--- src/rtl/syzygy_adc_pkg.sv ---
// ============================================================================
// syzygy_adc_pkg : shared types and constants for the SYZYGY ADC lane logic.
// Rev 1.0
// ============================================================================
`default_nettype none

package syzygy_adc_pkg;

  localparam int         ALIGN_DIN_WIDTH = 8;
  localparam logic [7:0] ALIGN_PATTERN   = 8'hF0;

  localparam logic [2:0] IDLE   = 3'd0;
  localparam logic [2:0] SETTLE = 3'd1;
  localparam logic [2:0] CHECK  = 3'd2;
  localparam logic [2:0] LOCKED = 3'd3;
  localparam logic [2:0] FAIL   = 3'd4;

  typedef enum logic [2:0] {
    ST_IDLE   = IDLE,
    ST_SETTLE = SETTLE,
    ST_CHECK  = CHECK,
    ST_LOCKED = LOCKED,
    ST_FAIL   = FAIL
  } align_state_e;

  // Bits needed to hold the values 0..max_val inclusive.
  function automatic int cnt_width(input int max_val);
    return (max_val < 2) ? 1 : $clog2(max_val + 1);
  endfunction

endpackage

`default_nettype wire

--- src/rtl/bitslip_align_ctrl_if.sv ---
// ============================================================================
// bitslip_align_ctrl_if : lane-side bundle between shifter and align controller.
// Rev 1.0   (err_count present only when ALIGN_STATS_EN is defined)
// ============================================================================
`default_nettype none

interface bitslip_align_ctrl_if
  import syzygy_adc_pkg::*;
#(
  parameter int DIN_WIDTH = ALIGN_DIN_WIDTH
);
  localparam int CW = (DIN_WIDTH > 1) ? $clog2(DIN_WIDTH) : 1;

  logic                 enable;
  logic [DIN_WIDTH-1:0] din;
  logic [CW-1:0]        bitslip_count;
  logic                 locked;
  logic                 align_fail;
`ifdef ALIGN_STATS_EN
  logic [15:0]          err_count;
`endif

  modport master (
    output enable,
    output din,
    input  bitslip_count,
    input  locked,
`ifdef ALIGN_STATS_EN
    input  err_count,
`endif
    input  align_fail
  );

  modport slave (
    input  enable,
    input  din,
    output bitslip_count,
    output locked,
`ifdef ALIGN_STATS_EN
    output err_count,
`endif
    output align_fail
  );

endinterface

`default_nettype wire

--- src/rtl/bitslip_align_ctrl.sv ---
// ============================================================================
// bitslip_align_ctrl : closed-loop bitslip search, lock and loss-of-lock tracking.
// Rev 1.0   (ALIGN_STATS_EN adds a saturating err_count)
// ============================================================================
`default_nettype none

module bitslip_align_ctrl
  import syzygy_adc_pkg::*;
#(
  parameter int                   DIN_WIDTH     = ALIGN_DIN_WIDTH,
  parameter logic [DIN_WIDTH-1:0] PATTERN       = DIN_WIDTH'(ALIGN_PATTERN),
  parameter int                   SETTLE_CYCLES = 4,
  parameter int                   LOCK_COUNT    = 16,
  parameter int                   UNLOCK_COUNT  = 4
) (
  input  logic                 clk,
  input  logic                 rst,
  bitslip_align_ctrl_if.slave  ctrl
);

  localparam int CW = (DIN_WIDTH > 1) ? $clog2(DIN_WIDTH) : 1;
  localparam int SW = cnt_width(SETTLE_CYCLES);
  localparam int MW = cnt_width(LOCK_COUNT);
  localparam int UW = cnt_width(UNLOCK_COUNT);
  localparam int TW = cnt_width(DIN_WIDTH);

  localparam logic [SW-1:0] SETTLE_LAST = SW'(SETTLE_CYCLES - 1);
  localparam logic [MW-1:0] MATCH_LAST  = MW'(LOCK_COUNT - 1);
  localparam logic [MW-1:0] MATCH_FULL  = MW'(LOCK_COUNT);
  localparam logic [UW-1:0] MISS_LAST   = UW'(UNLOCK_COUNT - 1);
  localparam logic [TW-1:0] SLIPS_LAST  = TW'(DIN_WIDTH - 1);
  localparam logic [CW-1:0] SLIP_MAX    = CW'(DIN_WIDTH - 1);

  align_state_e  state_q, state_d;
  logic [CW-1:0] bitslip_q, bitslip_d;
  logic [SW-1:0] settle_q, settle_d;
  logic [MW-1:0] match_q, match_d;
  logic [UW-1:0] miss_q, miss_d;
  logic [TW-1:0] slips_q, slips_d;
  logic          locked_q, align_fail_q;
  logic          w_match;

  assign w_match = (ctrl.din == PATTERN);

  always_comb begin
    state_d   = state_q;
    bitslip_d = bitslip_q;
    settle_d  = settle_q;
    match_d   = match_q;
    miss_d    = miss_q;
    slips_d   = slips_q;

    if (!ctrl.enable) begin
      state_d  = ST_IDLE;
      settle_d = '0;
      match_d  = '0;
      miss_d   = '0;
      slips_d  = '0;
    end else begin
      case (state_q)
        ST_IDLE: begin
          state_d  = ST_SETTLE;
          settle_d = '0;
          slips_d  = '0;
        end
        ST_SETTLE: begin
          if (settle_q == SETTLE_LAST) begin
            state_d = ST_CHECK;
            match_d = '0;
          end else begin
            settle_d = settle_q + 1'b1;
          end
        end
        ST_CHECK: begin
          if (w_match) begin
            if (match_q == MATCH_LAST) begin
              state_d = ST_LOCKED;
              match_d = MATCH_FULL;
              miss_d  = '0;
            end else begin
              match_d = match_q + 1'b1;
            end
          end else begin
            match_d   = '0;
            settle_d  = '0;
            slips_d   = slips_q + 1'b1;
            bitslip_d = (bitslip_q == SLIP_MAX) ? '0 : bitslip_q + 1'b1;
            state_d   = (slips_q == SLIPS_LAST) ? ST_FAIL : ST_SETTLE;
          end
        end
        ST_LOCKED: begin
          if (w_match) begin
            miss_d = '0;
          end else if (miss_q == MISS_LAST) begin
            // Re-search starts from the slip position that last held lock.
            state_d  = ST_SETTLE;
            miss_d   = '0;
            settle_d = '0;
            slips_d  = '0;
          end else begin
            miss_d = miss_q + 1'b1;
          end
        end
        ST_FAIL: begin
          state_d = ST_FAIL;
        end
        default: begin
          state_d = ST_IDLE;
        end
      endcase
    end
  end

  always_ff @(posedge clk) begin
    if (rst) begin
      state_q      <= ST_IDLE;
      bitslip_q    <= '0;
      settle_q     <= '0;
      match_q      <= '0;
      miss_q       <= '0;
      slips_q      <= '0;
      locked_q     <= 1'b0;
      align_fail_q <= 1'b0;
    end else begin
      state_q      <= state_d;
      bitslip_q    <= bitslip_d;
      settle_q     <= settle_d;
      match_q      <= match_d;
      miss_q       <= miss_d;
      slips_q      <= slips_d;
      locked_q     <= (state_d == ST_LOCKED);
      align_fail_q <= (state_d == ST_FAIL);
    end
  end

  assign ctrl.bitslip_count = bitslip_q;
  assign ctrl.locked        = locked_q;
  assign ctrl.align_fail    = align_fail_q;

`ifdef ALIGN_STATS_EN
  logic [15:0] err_count_q, err_count_d;

  // Survives enable toggles and re-alignment; only rst clears it.
  always_comb begin
    err_count_d = err_count_q;
    if (ctrl.enable && (state_q == ST_LOCKED) && !w_match && (err_count_q != 16'hFFFF)) begin
      err_count_d = err_count_q + 16'd1;
    end
  end

  always_ff @(posedge clk) begin
    if (rst) begin
      err_count_q <= '0;
    end else begin
      err_count_q <= err_count_d;
    end
  end

  assign ctrl.err_count = err_count_q;
`endif

endmodule

`default_nettype wire

--- src/flat_wrapper.sv ---
// flat-port wrapper written by rule: the top's interface ports become plain ports
module bitslip_align_ctrl_flat import syzygy_adc_pkg::*;
#(
  parameter int                   DIN_WIDTH     = ALIGN_DIN_WIDTH,
  parameter logic [DIN_WIDTH-1:0] PATTERN       = DIN_WIDTH'(ALIGN_PATTERN),
  parameter int                   SETTLE_CYCLES = 4,
  parameter int                   LOCK_COUNT    = 16,
  parameter int                   UNLOCK_COUNT  = 4
)
  (clk, rst, ctrl_enable, ctrl_din, ctrl_bitslip_count, ctrl_locked, ctrl_align_fail);
  bitslip_align_ctrl_if #(.DIN_WIDTH(DIN_WIDTH)) ctrl_i ();
  input  logic clk;
  input  logic rst;
  input wire logic [$bits(ctrl_i.enable)-1:0] ctrl_enable;
  input wire logic [$bits(ctrl_i.din)-1:0] ctrl_din;
  output wire logic [$bits(ctrl_i.bitslip_count)-1:0] ctrl_bitslip_count;
  output wire logic [$bits(ctrl_i.locked)-1:0] ctrl_locked;
  output wire logic [$bits(ctrl_i.align_fail)-1:0] ctrl_align_fail;
  assign ctrl_i.enable = ctrl_enable;
  assign ctrl_i.din = ctrl_din;
  assign ctrl_bitslip_count = ctrl_i.bitslip_count;
  assign ctrl_locked = ctrl_i.locked;
  assign ctrl_align_fail = ctrl_i.align_fail;
  bitslip_align_ctrl #(.DIN_WIDTH(DIN_WIDTH), .PATTERN(PATTERN), .SETTLE_CYCLES(SETTLE_CYCLES), .LOCK_COUNT(LOCK_COUNT), .UNLOCK_COUNT(UNLOCK_COUNT)) u_core (.clk(clk), .rst(rst), .ctrl(ctrl_i));
endmodule
--- config.mk ---
export PLATFORM = sky130hd
export DESIGN_NAME = bitslip_align_ctrl_flat
export DESIGN_NICKNAME = d
export VERILOG_FILES = /design/src/rtl/syzygy_adc_pkg.sv /design/src/rtl/bitslip_align_ctrl_if.sv /design/src/rtl/bitslip_align_ctrl.sv /design/src/flat_wrapper.sv
export SDC_FILE = /design/constraint.sdc
export NUM_CORES = 1
export LEC_CHECK = 0
export CAP_MARGIN = 5
export CORE_MARGIN = 4
export CORE_UTILIZATION = 30
export DETAILED_ROUTE_END_ITERATION = 10
export PLACE_DENSITY = 0.51
export SLEW_MARGIN = 25
export SYNTH_ARGS = -nofsm -noshare
export SYNTH_HDL_FRONTEND = slang
export SYNTH_SLANG_ARGS = --single-unit
--- constraint.sdc ---
create_clock -name clk -period 4.3 [get_ports clk]
set_input_delay 0.645 -clock clk [delete_from_list [all_inputs] [get_ports clk]]
set_output_delay 0.645 -clock clk [all_outputs]
set_load 0.05 [all_outputs]
==> flow_summary.toml, run 1 <==
[status]
outcome = "completed"

[timing]
finalHoldViolations = 0
worst_pin_slew_ns = 0.8464
rsz0062_at_grt = "no"
fin_worst_skew_ns = 0.006843
setup-tns-final_ns = 0
fin_crit_sh_pct = 53.37
fmax_mhz = 435.8
setup_viol = 0
max-slew-margin-rel_pct = 43.46
drv_slew = 0
final.min_clock_period_ns = 2.295

[placement]
gp_congestion = 0.8023
dp_cells = 201
dp_hpwl_microns = 2019
dpl_cell_area_sq_um = 1430
port_buffers = 15

[clocking]
cts_sinks = 23
clk_path_buf_depth = 2
worstSkewPairLatency_ns = 0.26
postCtsSetupBuffers = 0
tritoncts = "built"
ctsHoldBuffers = 0
cts_buffers = 3
htreeDepth = 1
ctsRootBufferMaster = "clkbuf_8"
post_cts_resize_count = 0
clk_pin_slew_worst_paths_ns = 0.08

[grt]
grt_overflow_total = 0
grt_max_degree = 15
grt_pass1_vias = 1006
grt_pass1_wl_microns = 4547
grt_use_total_pct = 10.79
grt_antenna_before_repair = 0

[floorplanning]
io_pins = 16
row_count = 23
coreArea_sq_um = 4000
die_w_microns = 72.26
die_y_microns = 72.26
start_util_pct = 30.97
die_area_sq_um = 5221

[route]
drt_iter0_markers = 66
final_antenna_net_count = 0
drt-vias-per-instance = 4.898
num_vias = 1004
drt_pass1_iterations = 4
wire_per_inst_microns = 12.56
wirelength_microns = 2574
drc = 0

[min_path]
hp-class = "flip-flop to flip-flop"

[critical_path]
path_buf_inv = 1
critPathSlowestCell = "nor2b_1"
worstPathRequired_ns = 4.49
path_cells = "clkdlybuf4s50_1 -> nor2b_1 -> o21ai_0 -> a21oi_1"
critical_path.max_stage_delay_ns = 0.70
start_kind = "input pin"
end_kind = "flip-flop"
timing_worst_setup_path_type = "input pin to flip-flop"
crit_family = "simple AND/OR/NAND/NOR gates"
arrival_ns = 2.49
critPathMaxFanout = 13

[power_and_ir_drop]
p_per_area_nw_per_um2 = 249.9
leakagePower_nw = 0.5439
total_power_mw = 0.3686
peakVddDrop_uv = 138.1

[cells_and_area]
drive_above_1_share_pct = 7.097
fillers = 412
diodes = 0
stdcell_count = 205
finalCoreUtilization_pct = 36.88
layout_commonest_cell = "dfxtp_1"
syn_to_final_growth_pct = 19.09
final_nets = 175
fin_area_sq_um = 1475
layout_common_cells = "dfxtp_1 (23), nand2_1 (17), clkdlybuf4s50_1 (15)"

[synth]
ys_seq_area_share_pct = 37.17
synth_warnings = 0
yosys.cell_types.count = 38
syn_nets = 160
synth_area_sq_um = 1239
syn_area_per_cell_sq_um = 8.785
netlist_instances = 141
ys_seq_elements = 23

[run]
max-cap-violations = 0
## registers in the layout, summed over array words and instances (netlist names)
register                   count
u_core.state_q                 3
u_core.miss_q                  3
u_core.slips_q                 4
u_core.match_q                 5
u_core.settle_q                3
u_core.ctrl.bitslip_count      3
u_core.ctrl.align_fail         1
u_core.ctrl.locked             1
## report_power, final
| group | internal (mW) | switching, mW | total [mW] |
|---|---|---|---|
| registers | 0.214 | 0.00172 | 0.215 |
| clock network | 0.0661 | 0.0667 | 0.133 |
| logic | 0.0114 | 0.00916 | 0.0205 |
## tightest hold or removal path, stage by stage (launching register included)
cell,delay [ns]
dfxtp_1,0.31
nand2_1,0.05
a21oi_1,0.04
## cells by family (layout without fill, tap and decap cells)
group | count (synthesis) | after routing | share of synthesized area [%]
XOR/XNOR | 2 | 2 | 1.414
adder cells (fa/ha/maj) | 8 | 8 | 8.081
multiplexers | 7 | 7 | 5.657
AND/OR/NAND/NOR | 62 | 62 | 28.28
AO/OA/AOI/OAI | 27 | 27 | 14.95
flip-flops | 23 | 23 | 37.17
buffers and inverters | 12 | 26 | 4.444
## synthesized netlist by cell type, drive strengths merged
| cell type | n | area (sq um) |
|---|---|---|
| nor4bb | 2 | 20.02 |
| nor2b | 5 | 31.28 |
| a21oi | 7 | 35.03 |
| a211o | 1 | 8.760 |
| a31oi | 3 | 18.77 |
| o2111a | 1 | 11.26 |
| and4 | 1 | 8.760 |
| o22ai | 3 | 18.77 |
| o21ai | 7 | 35.03 |
| and3 | 1 | 6.260 |
| nand3b | 1 | 7.510 |
| ha | 8 | 100.1 |
| or4 | 1 | 7.510 |
| and2 | 1 | 8.760 |
| inv | 5 | 18.77 |
| or3b | 1 | 8.760 |
| xor2 | 2 | 17.52 |
| nor3b | 1 | 12.51 |
| nor3 | 5 | 25.02 |
| o21bai | 1 | 7.510 |
| clkbuf | 1 | 3.750 |
| nand3 | 4 | 20.02 |
| and4bb | 1 | 12.51 |
| mux2i | 7 | 70.07 |
| buf | 6 | 32.53 |
| nand2 | 17 | 63.81 |
| nor4b | 1 | 8.760 |
| nand2b | 4 | 25.02 |
| and3b | 2 | 17.52 |
| or3 | 2 | 12.51 |
| and4b | 1 | 10.01 |
| a221oi | 1 | 15.01 |
| nor2 | 10 | 37.54 |
| nor4 | 1 | 6.260 |
| dfxtp | 23 | 460.4 |
| a211oi | 3 | 35.03 |
## layer usage
metal  GRT usage (%)  share of wire (%)  vias to the layer above
met5               0                  0                        -
met4           2.296               0.70                        0
met3           3.186                3.5                        2
met2           18.30                 46                       13
met1           13.52                 50                      457
li1                -                  -                      532
## cell type report
cell class	count	area [sq um]	share of cell area (%)
Multi-Input combinational cell	106	723.2	49.02
Tap cell	50	62.56	4.241
Inverter	5	18.77	1.272
Clock buffer	4	45.04	3.053
Timing Repair Buffer	17	165.2	11.20
Sequential cell	23	460.4	31.21
## metrics by stage
step,setup slack [ns],hold slack (ns)
floorplan,2.467,0.4123
finish,2.005,0.4445
CTS,2.022,0.4465
detailed placement,1.736,0.4347
global route,1.720,0.4833
global placement,1.822,0.4213
## final timing paths
kind | slack [ns] | cells after the start | to | startpoint
setup / recovery | 2.01 | 4 | u_core.match_q[3] | ctrl_enable
setup reg to reg | 2.46 | 4 | u_core.ctrl.bitslip_count[1] | u_core.state_q[1]
hold reg to reg | 0.44 | 2 | u_core.miss_q[2] | u_core.miss_q[2]
hold / removal | 0.44 | 2 | u_core.miss_q[2] | u_core.miss_q[2]
(Power assumes the default switching activity.)
==> run 2, diff against run 1 <==
- PLACE_DENSITY: 0.51 -> 0.52
- clock period: 4.3 -> 2.09 ns (I/O delays scaled with it)
==> flow_summary.toml, run 2 (same netlist as run 1, synthesis figures left out) <==
[timing]
rsz0062_at_grt = "no"
worst_pin_slew_ns = 0.5029
setup_viol = 0
fin_crit_sh_pct = 85.70
fin_worst_skew_ns = 0.002483
max-slew-margin-rel_pct = 66.37
whs_ns = 0.4430
final.min_clock_period_ns = 1.791
setup-tns-final_ns = 0
finalHoldViolations = 0
drv_slew = 0
fmax_mhz = 558.3

[critical_path]
worstPathRequired_ns = 2.28
path_buf_inv = 0
r2r_start = "u_core.settle_q[0]"
start_kind = "flip-flop"
rrSetupSlack_ns = 0.30
reg2reg_to = "u_core.match_q[1]"
timing_worst_setup_path_type = "flip-flop to flip-flop"
end_kind = "flip-flop"
critPathMaxFanout = 6
critical_path.max_stage_delay_ns = 0.33
reg2reg_depth = 6
crit_family = "simple AND/OR/NAND/NOR gates"
cpMostUsedCell = "ha_1"
path_cells = "ha_1 -> ha_1 -> and4bb_2 -> nor2_1 -> o21ai_0 -> a21oi_1"
arrival_ns = 1.99
critPathSlowestCell = "dfxtp_1"

[clocking]
postCtsSetupBuffers = 0
ctsHoldBuffers = 0
htreeDepth = 1
tritoncts = "built"
cts_buffers = 3
clk_path_buf_depth = 2
clk_pin_slew_worst_paths_ns = 0.08
worstSkewPairLatency_ns = 0.26
ctsRootBufferMaster = "clkbuf_8"
post_cts_resize_count = 0
cts_sinks = 23

[floorplanning]
coreArea_sq_um = 4000
row_count = 23
die_area_sq_um = 5221
die_w_microns = 72.26
io_pins = 16
die_y_microns = 72.26
start_util_pct = 30.97

[cells_and_area]
fillers = 395
layout_common_cells = "dfxtp_1 (23), nand2_1 (17), clkdlybuf4s50_1 (15)"
largest-register = "u_core.match_q"
syn_to_final_growth_pct = 21.51
drive_above_1_share_pct = 9.434
largest_reg_flops = 5
diodes = 0
final_nets = 179
layout_commonest_cell = "dfxtp_1"
reg_top3 = "u_core.match_q x5, u_core.slips_q x4"

[min_path]
hp-class = "flip-flop to flip-flop"
hold_end = "u_core.miss_q[2]"
hp-start = "u_core.miss_q[2]"
whs_path_depth = 2

[grt]
grt_pass1_wl_microns = 4526
grt_antenna_before_repair = 0
grt_use_total_pct = 10.76
grt_overflow_total = 0
grt_pass1_vias = 1026
grt_max_degree = 13

[power_and_ir_drop]
peakVddDrop_uv = 224.4
p_per_area_nw_per_um2 = 506.3
leakagePower_nw = 0.5650

[route]
drt_iter0_markers = 39
drc = 0
wl_met3_microns = 87
wirelength_microns = 2567
drt-vias-per-instance = 5.019
final_antenna_net_count = 0
wl_met1_microns = 1207
drt_pass1_iterations = 4
num_vias = 1049
wire_per_inst_microns = 12.28
maxUsedRoutingLayer = "met4"
met2_length_microns = 1237

[status]
outcome = "completed"

[placement]
port_buffers = 15
gp_congestion = 0.7526
dp_hpwl_microns = 1989

[run]
max-cap-violations = 0
[run 2: changes by cell type in the layout (fill, tap and decap cells not counted)]
cell	previous run	this run
buf_4	2	6
[run 2: worst min-delay path, stage by stage (launching register included)]
cell     delay [ns]
dfxtp_1        0.32
nand2_1        0.05
a21oi_1        0.04
[run 2: worst max-delay path by stage]
stage                                      start                    end  slack, ns  cells past startpoint
floorplan                     u_core.settle_q[0]     u_core.settle_q[0]       0.55                      6
global placement                     ctrl_din[4]       u_core.miss_q[1]       0.15                      6
detailed placement                   ctrl_din[7]      u_core.match_q[4]       0.12                      6
CTS                 u_core.ctrl.bitslip_count[0]  ctrl_bitslip_count[0]       0.30                      1
global route                  u_core.settle_q[0]      u_core.match_q[1]       0.12                      6
finish                        u_core.settle_q[0]      u_core.match_q[1]       0.30                      6
[run 2: final cells by class]
cell class                 instances  area (sq um)  share of cell area (%)
timing repair buffer              21         195.2                   12.97
sequential                        23         460.4                   30.59
multi-input combinational        106         723.2                   48.05
tap                               50         62.56                   4.156
inverter                           5         18.77                   1.247
clock buffer                       4         45.04                   2.993
[run 2: routing by layer]
layer,up-vias,global-route usage (%)
li1,540,-
met1,483,14.16
met2,22,17.19
met3,4,2.493
met4,0,3.758
met5,-,0
[run 2: where the power goes]
part	total (mW)	switching [mW]	internal, mW
sequential	0.443	0.00359	0.439
clock	0.274	0.138	0.136
combinational	0.0449	0.0190	0.0258
[run 2: stage by stage]
| stage | power [mW] | worst slack, ns | std cells | cell area [sq um] | util [%] |
|---|---|---|---|---|---|
| detailed placement | 0.4981 | 0.1153 | 205 | 1460 | 36.50 |
| global placement | 0.4977 | 0.1519 | 205 | 1460 | 36.50 |
| CTS | 0.7773 | 0.2957 | 209 | 1505 | 37.63 |
| finish | 0.7621 | 0.2988 | 209 | 1505 | 37.63 |
| floorplan | 0.4718 | 0.5481 | 141 | 1239 | - |
| global route | 0.8044 | 0.1159 | 209 | 1505 | 37.63 |
